### src/rtl/adq_mem_master.sv
// rtl/adq_mem_master.sv - capture/readback initiator for the ADQ single-port sample memory
// Writes an N-sample burst from address 0, then streams it back on a valid/ready port.
module adq_mem_master #(
    parameter int DATA_W = 32,
    parameter int ADD_S  = 8
) (
    input  logic              clk,
    input  logic              rst,
    input  logic              start_acq,
    input  logic [ADD_S:0]    n_samples,
    input  logic              smp_valid,
    input  logic [DATA_W-1:0] smp_data,
    input  logic              start_rd,
    output logic              rd_valid,
    input  logic              rd_ready,
    output logic [DATA_W-1:0] rd_data,
    output logic              rd_last,
    output logic              busy,
    output logic              acq_done,
    output logic              rd_done,
    output logic              mem_en,
    output logic              mem_wr,
    output logic [ADD_S-1:0]  mem_add,
    output logic [DATA_W-1:0] mem_din,
    input  logic [DATA_W-1:0] mem_dout
);

    localparam logic [ADD_S:0] DEPTH   = {1'b1, {ADD_S{1'b0}}};
    localparam logic [ADD_S:0] PTR_ONE = {{ADD_S{1'b0}}, 1'b1};

    typedef enum logic [1:0] {
        IDLE    = 2'd0,
        CAPTURE = 2'd1,
        READ    = 2'd2
    } state_t;

    state_t         state_q, state_d;
    logic [ADD_S:0] len_q, len_d;
    logic [ADD_S:0] cap_len_q, cap_len_d;
    logic [ADD_S:0] wr_ptr_q, wr_ptr_d;
    logic [ADD_S:0] rd_ptr_q, rd_ptr_d;
    logic           rd_valid_q, rd_valid_d;
    logic           acq_done_q, acq_done_d;
    logic           rd_done_q, rd_done_d;
    logic           rd_issue;

    always_ff @(posedge clk) begin
        if (rst) begin
            state_q    <= IDLE;
            len_q      <= '0;
            cap_len_q  <= '0;
            wr_ptr_q   <= '0;
            rd_ptr_q   <= '0;
            rd_valid_q <= 1'b0;
            acq_done_q <= 1'b0;
            rd_done_q  <= 1'b0;
        end else begin
            state_q    <= state_d;
            len_q      <= len_d;
            cap_len_q  <= cap_len_d;
            wr_ptr_q   <= wr_ptr_d;
            rd_ptr_q   <= rd_ptr_d;
            rd_valid_q <= rd_valid_d;
            acq_done_q <= acq_done_d;
            rd_done_q  <= rd_done_d;
        end
    end

    always_comb begin
        state_d    = state_q;
        len_d      = len_q;
        cap_len_d  = cap_len_q;
        wr_ptr_d   = wr_ptr_q;
        rd_ptr_d   = rd_ptr_q;
        rd_valid_d = rd_valid_q;
        acq_done_d = 1'b0;
        rd_done_d  = 1'b0;
        rd_issue   = 1'b0;
        mem_en     = 1'b0;
        mem_wr     = 1'b0;
        mem_add    = '0;
        mem_din    = '0;

        case (state_q)
            IDLE: begin
                if (start_acq) begin
                    state_d  = CAPTURE;
                    wr_ptr_d = '0;
                    len_d    = (n_samples == '0 || n_samples > DEPTH) ? DEPTH : n_samples;
                end else if (start_rd) begin
                    if (cap_len_q != '0) begin
                        state_d    = READ;
                        rd_ptr_d   = '0;
                        rd_valid_d = 1'b0;
                    end else begin
                        rd_done_d = 1'b1;
                    end
                end
            end

            CAPTURE: begin
                mem_en  = smp_valid;
                mem_wr  = smp_valid;
                mem_add = wr_ptr_q[ADD_S-1:0];
                mem_din = smp_data;
                if (smp_valid) begin
                    wr_ptr_d = wr_ptr_q + PTR_ONE;
                    // cap_len only takes the new length once the burst is complete
                    if (wr_ptr_q + PTR_ONE == len_q) begin
                        state_d    = IDLE;
                        cap_len_d  = len_q;
                        acq_done_d = 1'b1;
                    end
                end
            end

            READ: begin
                rd_issue = (rd_ptr_q < cap_len_q) && (!rd_valid_q || rd_ready);
                if (rd_issue) begin
                    mem_en     = 1'b1;
                    mem_add    = rd_ptr_q[ADD_S-1:0];
                    rd_ptr_d   = rd_ptr_q + PTR_ONE;
                    rd_valid_d = 1'b1;
                end else if (rd_valid_q && rd_ready) begin
                    rd_valid_d = 1'b0;
                    if (rd_last) begin
                        state_d   = IDLE;
                        rd_done_d = 1'b1;
                    end
                end
            end

            default: state_d = IDLE;
        endcase
    end

    // The held beat is always the most recently issued one, i.e. index rd_ptr_q-1.
    assign rd_last  = rd_valid_q && (rd_ptr_q == cap_len_q);
    assign rd_valid = rd_valid_q;
    assign rd_data  = rd_valid_q ? mem_dout : '0;
    assign busy     = (state_q != IDLE);
    assign acq_done = acq_done_q;
    assign rd_done  = rd_done_q;

endmodule

### config.mk
export PLATFORM = sky130hd
export DESIGN_NAME = adq_mem_master
export DESIGN_NICKNAME = d
export VERILOG_FILES = /design/src/rtl/adq_mem_master.sv
export SDC_FILE = /design/constraint.sdc
export NUM_CORES = 1
export LEC_CHECK = 0
export BUFFER_PORTS_ARGS = -buffer_cell sky130_fd_sc_hd__buf_2
export CORE_MARGIN = 2
export CORE_UTILIZATION = 35
export CTS_BUF_LIST = sky130_fd_sc_hd__clkbuf_4 sky130_fd_sc_hd__clkbuf_8 sky130_fd_sc_hd__clkbuf_16
export DETAILED_ROUTE_END_ITERATION = 7
export PLACE_DENSITY = 0.67
export SLEW_MARGIN = 20
export SYNTH_ARGS = -nofsm -noshare
export SYNTH_HDL_FRONTEND = slang
export SYNTH_SLANG_ARGS = --single-unit
### constraint.sdc
create_clock -name clk -period 2.3 [get_ports clk]
set_input_delay 0.46 -clock clk [delete_from_list [all_inputs] [get_ports clk]]
set_output_delay 0.46 -clock clk [all_outputs]
set_load 0.03 [all_outputs]
==> impl_metrics.csv, run 1 <==
group,metric,value,unit
timing,fmax,385,MHz
hold_path,min_path_type,"input pin to flop",
global_routing,grtUsageTotal,21.3,%
layout,drive_gt1_share,48.3,%
synthesis,synth_edf_count,0,
timing,fin_worst_skew,0.0105,ns
clock_tree,clk_path_buf_depth,2,
layout,synthToLayoutAreaGrowth,53.7,%
placement,dp.cells,681,
setup_path,crit_type,"flop to primary output",
global_routing,grt_max_degree,34,
setup_path,start_kind,"flop",
timing,max-slew-margin-rel,56.2,%
synthesis,synth-seq-area-share,26.5,%
floorplanning,start_util,35.8,%
timing,tns,-2.59,ns
layout,fin_cells,700,
setup_path,worstPathCellList,"inv_2, ha_4, a21oi_2, o211ai_1, nor3b_4, buf_6, clkbuf_16, a22oi_2, nor2b_4, buf_6",
setup_path,startpoint,"cap_len_q[6]",
synthesis,syn-num-nets,494,
timing,hold_violations,0,
clock_tree,clk_latency,0.30,ns
synthesis,synth_ff_type,"dfxtp_1",
global_routing,grt_overflow_total,0,
timing,grt_setup_unrepaired,"true",
routing,antenna_left,0,
layout,fillers,780,
synthesis,netlist_area,3090,sq um
setup_path,cp.depth,10,
global_routing,grt_pass1_wl,17.1,mm
synthesis,synth-warning-count,0,
layout,layout_commonest_cell,"buf_2",
power_and_ir_drop,ir_drop,0.191,mV
synthesis,yosysTopAreaCell,"dfxtp_1",
synthesis,synth_top_area_share,26.5,%
setup_path,cp_num_buf_inv,4,
clock_tree,clk_pin_slew,0.08,ns
synthesis,avgSynthCellArea,7.73,sq um
setup_path,r2r-end,"state_q[1]",
routing,vias_per_cell,5.29,
power_and_ir_drop,pwr_density_cell,438,nW/um^2
synthesis,synthTopCellsByArea,"dfxtp_1 (27%), and2_1 (13%), a21oi_1 (6.3%), ha_1 (6.1%), o21ai_0 (3.4%)",
setup_path,crit_path_frequent_cell,"buf_6",
routing,vias,3704,
routing,first_pass_iters,4,
clock_tree,htreeDepth,2,
layout,final_net_count,686,
routing,drc,0,
clock_tree,cts_buffers,5,
setup_path,slowest_stage,"o211ai_1",
timing,slew_viol_final,0,
global_routing,grt_pass1_vias,3497,
layout,final_cell_mix,"buf_2 (147), and2_1 (64), buf_4 (48), a21oi_1 (35), dfxtp_1 (28)",
timing,period_share,113,%
setup_path,critPathMaxStageDelay,0.41,ns
run,maxCapViolCount,0,
setup_path,cp_max_fo,3,
timing,tightest_slew,0.654,ns
setup_path,rr_worst_depth,9,
floorplanning,pin_count,158,
synthesis,synthArstFlopShare,0,%
floorplanning,core,8640,sq um
timing,setup-violations-final,12,
layout,n_antenna_cell,0,
setup_path,worstPathArrival,2.14,ns
outcome,violations,"negative setup slack",
routing,drt_iter0_drc,305,
floorplanning,fp.dieW,98.0,um
routing,avgRoutedWirePerCell,15.8,um
setup_path,cp-endpoint,"mem_add[7]",
setup_path,r2r_slack,-0.17,ns
global_routing,antenna_found_initial,0,
synthesis,synth_cell_types,53,
power_and_ir_drop,p_leak,0.00222,uW
setup_path,required,1.84,ns
timing,fin_crit,2.60,ns
clock_tree,cts_sinks,41,
outcome,outcome,"finished, violations left",
placement,place_hpwl,8.12,mm
setup_path,path_delay_family,"compound AO/OA/AOI/OAI gates",
floorplanning,die_height,98.0,um
floorplanning,die-area,9600,sq um
setup_path,r2r-start,"cap_len_q[8]",
routing,routed_wl,11.0,mm
synthesis,netlist_instances,400,
synthesis,ys_seq_elements,41,
floorplanning,num_rows,34,
clock_tree,root_buffer,"clkbuf_8",
placement,portBuffers,157,
clock_tree,cts_tree,"done",
setup_path,cp-end-kind,"primary output",
timing,setup_slack,-0.297,ns
placement,gp_congestion,0.862,
-- worst min path at each step --
| stage | from | endpoint | slack, ns | cells after the start |
|---|---|---|---|---|
| 6_report | rst | rd_ptr_q[1] | 0.41 | 2 |
| 5_1_grt | rst | rd_ptr_q[1] | 0.41 | 2 |
| 4_1_cts | rst | rd_ptr_q[1] | 0.41 | 2 |
| 3_5_place_dp | state_q[0] | state_q[0] | 0.48 | 2 |
| 3_3_place_gp | rd_ptr_q[8] | rd_ptr_q[8] | 0.47 | 2 |
| 2_1_floorplan | rd_ptr_q[8] | rd_ptr_q[8] | 0.45 | 2 |
-- synth_stat cells, drive strengths merged, types with 8 or more instances --
| master | instances |
|---|---|
| clkbuf | 18 |
| a22oi | 8 |
| and2 | 64 |
| nand2 | 15 |
| a21oi | 39 |
| nor2 | 21 |
| o21ai | 21 |
| nor2b | 12 |
| nand4 | 9 |
| ha | 15 |
| dfxtp | 41 |
| inv | 19 |
| nor3b | 10 |
| nand3 | 21 |
-- per-layer routing --
| metal | global-route usage (%) | share of wire (%) | routed length [um] | up-vias |
|---|---|---|---|---|
| met3 | 3.29 | 6.2 | 680 | 26 |
| li1 | - | - | - | 1803 |
| met5 | 0 | 0 | 0 | - |
| met2 | 36.6 | 50 | 5470 | 142 |
| met4 | 6.52 | 2.6 | 286 | 0 |
| met1 | 27.6 | 42 | 4590 | 1733 |
-- logic make-up after synthesis --
kind of cell	after synthesis	synth area share, %
AND/OR/NAND/NOR	192	37.4
AO/OA/AOI/OAI	96	19.7
buffers and inverters	44	6.52
flip-flops	41	26.5
adder cells (fa/ha/maj)	15	6.07
XOR/XNOR	10	3.08
multiplexers	2	0.648
-- layout make-up --
class	count	area (sq um)	share of cell area, %
tap	108	135	2.84
multi-input combinational	316	2350	49.5
clock buffer	7	90.1	1.90
timing repair buffer	209	1270	26.7
sequential	41	837	17.6
inverter	19	71.3	1.50
-- per-stage QoR --
stage               util [%]  hold slack [ns]  setup WS [ns]  instance area, sq um  power, uW
finish                  55.0            0.410         -0.297                  4750       2080
global route            55.0            0.412         -0.358                  4750       2190
CTS                     53.4            0.413         -0.360                  4610       2030
detailed placement      49.5            0.481        -0.0629                  4280       1530
global placement        49.5            0.473         0.0376                  4280       1520
floorplan                  -            0.446        -0.0745                  3180       1260
-- repair_timing --
action	CTS	global route
hold buffers	0	0
setup buffers	4	7
gates cloned	1	1
resized for setup	38	35
pin swaps	10	19
endpoints found under the setup margin	10	36
-- sequential cells by signal, summed over array words and instances, names as in the netlist --
| signal | flops |
|---|---|
| len_q | 9 |
| acq_done | 1 |
| state_q | 2 |
| rd_done | 1 |
| cap_len_q | 9 |
| rd_ptr_q | 9 |
| rd_valid | 1 |
| wr_ptr_q | 9 |
-- worst reg2reg max path, cell delays in order (launching register included) --
cell     delay [ns]
dfxtp_2        0.35
inv_2          0.05
ha_4           0.26
nand4_1        0.21
buf_4          0.22
nor3_4         0.20
nand2_1        0.09
a211o_1        0.32
or4_4          0.56
a21oi_2        0.14
-- report_power, final --
part / total, uW / internal, uW / switching, uW
clock: 510 / 250 / 259
combinational: 818 / 322 / 497
sequential: 755 / 731 / 24.4
total: 2080 / 1300 / 780
(Power assumes the default switching activity.)
==> run 2: changes to the inputs <==
--- a/config.mk
+++ b/config.mk
@@ -10,7 +10,6 @@
 export CORE_UTILIZATION = 35
 export CTS_BUF_LIST = sky130_fd_sc_hd__clkbuf_4 sky130_fd_sc_hd__clkbuf_8 sky130_fd_sc_hd__clkbuf_16
 export DETAILED_ROUTE_END_ITERATION = 7
-export PLACE_DENSITY = 0.67
 export SLEW_MARGIN = 20
 export SYNTH_ARGS = -nofsm -noshare
 export SYNTH_HDL_FRONTEND = slang
==> constraint.sdc (replaced) <==
create_clock -name clk -period 3.1 [get_ports clk]
set_input_delay 0.62 -clock clk [delete_from_list [all_inputs] [get_ports clk]]
set_output_delay 0.62 -clock clk [all_outputs]
set_load 0.05 [all_outputs]
==> impl_metrics.csv, run 2 (same netlist as run 1, synthesis figures left out) <==
group,metric,value,unit
setup_path,r2r_slack,0.58,ns
routing,drt_iter0_drc,216,
setup_path,worstPathArrival,2.35,ns
power_and_ir_drop,pwr_density_cell,386,nW/um^2
run,maxCapViolCount,0,
layout,synthToLayoutAreaGrowth,31.5,%
setup_path,cp_max_fo,16,
timing,tightest_slew,0.853,ns
layout,fin_cells,655,
clock_tree,clk_pin_slew,0.08,ns
global_routing,grtUsageTotal,20.4,%
layout,fillers,896,
setup_path,required,2.48,ns
global_routing,antenna_found_initial,0,
global_routing,grt_max_degree,45,
global_routing,grt_pass1_vias,3025,
clock_tree,cts_sinks,41,
floorplanning,num_rows,34,
layout,final_net_count,640,
global_routing,grt_pass1_wl,16.0,mm
floorplanning,start_util,35.8,%
power_and_ir_drop,total_power,1570,uW
timing,fin_worst_skew,0.00589,ns
setup_path,crit_type,"flop to primary output",
layout,multiInputGateArea,2080,sq um
setup_path,r2r-start,"wr_ptr_q[1]",
clock_tree,cts_buffers,5,
layout,drive_gt1_share,35.3,%
power_and_ir_drop,power.share.switching,40.8,%
layout,layout_commonest_cell,"buf_2",
hold_path,min_to,"rd_ptr_q[8]",
timing,max-slew-margin-rel,43.0,%
clock_tree,postCtsHoldBufs,0,
routing,vias_per_cell,5.19,
hold_path,hold_start,"rd_ptr_q[8]",
routing,drc,0,
power_and_ir_drop,p_leak,0.00192,uW
placement,portBuffers,157,
routing,vias,3400,
setup_path,startpoint,"cap_len_q[4]",
power_and_ir_drop,p_clk_share,25.3,%
routing,avgRoutedWirePerCell,15.3,um
setup_path,r2r-end,"state_q[0]",
clock_tree,root_buffer,"clkbuf_8",
placement,gp_congestion,0.879,
routing,first_pass_iters,6,
layout,n_antenna_cell,0,
floorplanning,fp.dieW,98.0,um
clock_tree,clk_path_buf_depth,2,
setup_path,cp-end-kind,"primary output",
clock_tree,clk_latency,0.30,ns
clock_tree,htreeDepth,2,
hold_path,min_path_type,"flop to flop",
layout,regArea,826,sq um
power_and_ir_drop,pwr-share-seq,35.6,%
timing,fmax,337,MHz
timing,period_share,95.7,%
layout,final_cell_mix,"buf_2 (151), and2_1 (64), a21oi_1 (39), dfxtp_1 (37)",
outcome,outcome,"finished clean",
power_and_ir_drop,p_sw,641,uW
floorplanning,die-area,9600,sq um
timing,setup-violations-final,0,
timing,hold_violations,0,
floorplanning,die_height,98.0,um
power_and_ir_drop,intPower,929,uW
hold_path,min_path_cells,2,
power_and_ir_drop,pwr-share-comb,39.1,%
timing,fin_crit,2.97,ns
setup_path,rr_worst_depth,7,
setup_path,start_kind,"flop",
clock_tree,cts_tree,"done",
placement,dp.cells,647,
power_and_ir_drop,ir_drop,0.161,mV
timing,slew_viol_final,0,
placement,place_hpwl,7.90,mm
global_routing,grt_overflow_total,0,
floorplanning,pin_count,158,
timing,grt_setup_unrepaired,"true",
routing,routed_wl,10.0,mm
routing,antenna_left,0,
floorplanning,core,8640,sq um
==> run 2: cell types whose count changed in the layout (fill, tap and decap cells not counted), sizes merged <==
cell | before | now
clkbuf | 8 | 10
o21a | 6 | 5
buf | 208 | 161
clkinv | 0 | 1
==> run 2: per-stage QoR <==
| stage | setup slack, ns | TNS [ns] | cell area (sq um) | utilization, % | hold WS, ns |
|---|---|---|---|---|---|
| 2_1_floorplan | 0.132 | 0 | 3100 | - | 0.446 |
| 6_report | 0.134 | 0 | 4070 | 47.1 | 0.481 |
| 3_3_place_gp | 0.447 | 0 | 3950 | 45.7 | 0.457 |
| 4_1_cts | 0.0511 | 0 | 4050 | 46.9 | 0.487 |
| 3_5_place_dp | 0.394 | 0 | 3950 | 45.7 | 0.477 |
| 5_1_grt | -0.00124 | -0.00124 | 4070 | 47.1 | 0.515 |
==> run 2: layout make-up <==
| cell class | count | area share [%] |
|---|---|---|
| Clock inverter | 1 | 0.123 |
| Tap cell | 108 | 3.32 |
| Inverter | 19 | 1.75 |
| Multi-Input combinational cell | 315 | 51.1 |
| Sequential cell | 41 | 20.3 |
| Clock buffer | 7 | 2.37 |
| Timing Repair Buffer | 164 | 21.0 |
==> run 2: repair_timing <==
item                                    4_1_cts  5_1_grt
gates resized for setup                       0       13
buffers inserted                              0        0
endpoints found under the setup margin        0        8
==> run 2: how the worst max path moves through the flow <==
stage | end | slack, ns
2_1_floorplan | mem_add[0] | 0.13
3_3_place_gp | mem_add[1] | 0.45
3_5_place_dp | mem_add[1] | 0.39
4_1_cts | mem_add[1] | 0.05
5_1_grt | mem_add[1] | -0.001
6_report | mem_add[0] | 0.13
==> run 2: worst max-delay path: stages, from the launching register on <==
cell,delay (ns)
dfxtp_1,0.35
inv_1,0.06
ha_1,0.32
nand3_1,0.11
o21bai_1,0.12
a31oi_1,0.14
nor3b_1,0.22
buf_4,0.24
a22oi_1,0.11
nor2b_2,0.12
buf_2,0.26
==> run 2: power by group through the flow <==
stage / logic, uW / registers (uW) / clock network, uW
after floorplan: 437 / 570 / 0
after global placement: 609 / 571 / 0
after detailed placement: 611 / 571 / 0
after CTS: 614 / 559 / 406
after global routing: 662 / 561 / 431
final: 614 / 559 / 397
==> run 2: layer usage <==
layer	GRT usage (%)	up-vias	routed length (um)
li1	-	1700	-
met1	30.6	1575	4740
met2	30.1	114	4550
met3	3.22	11	561
met4	5.88	0	156
met5	0	-	0
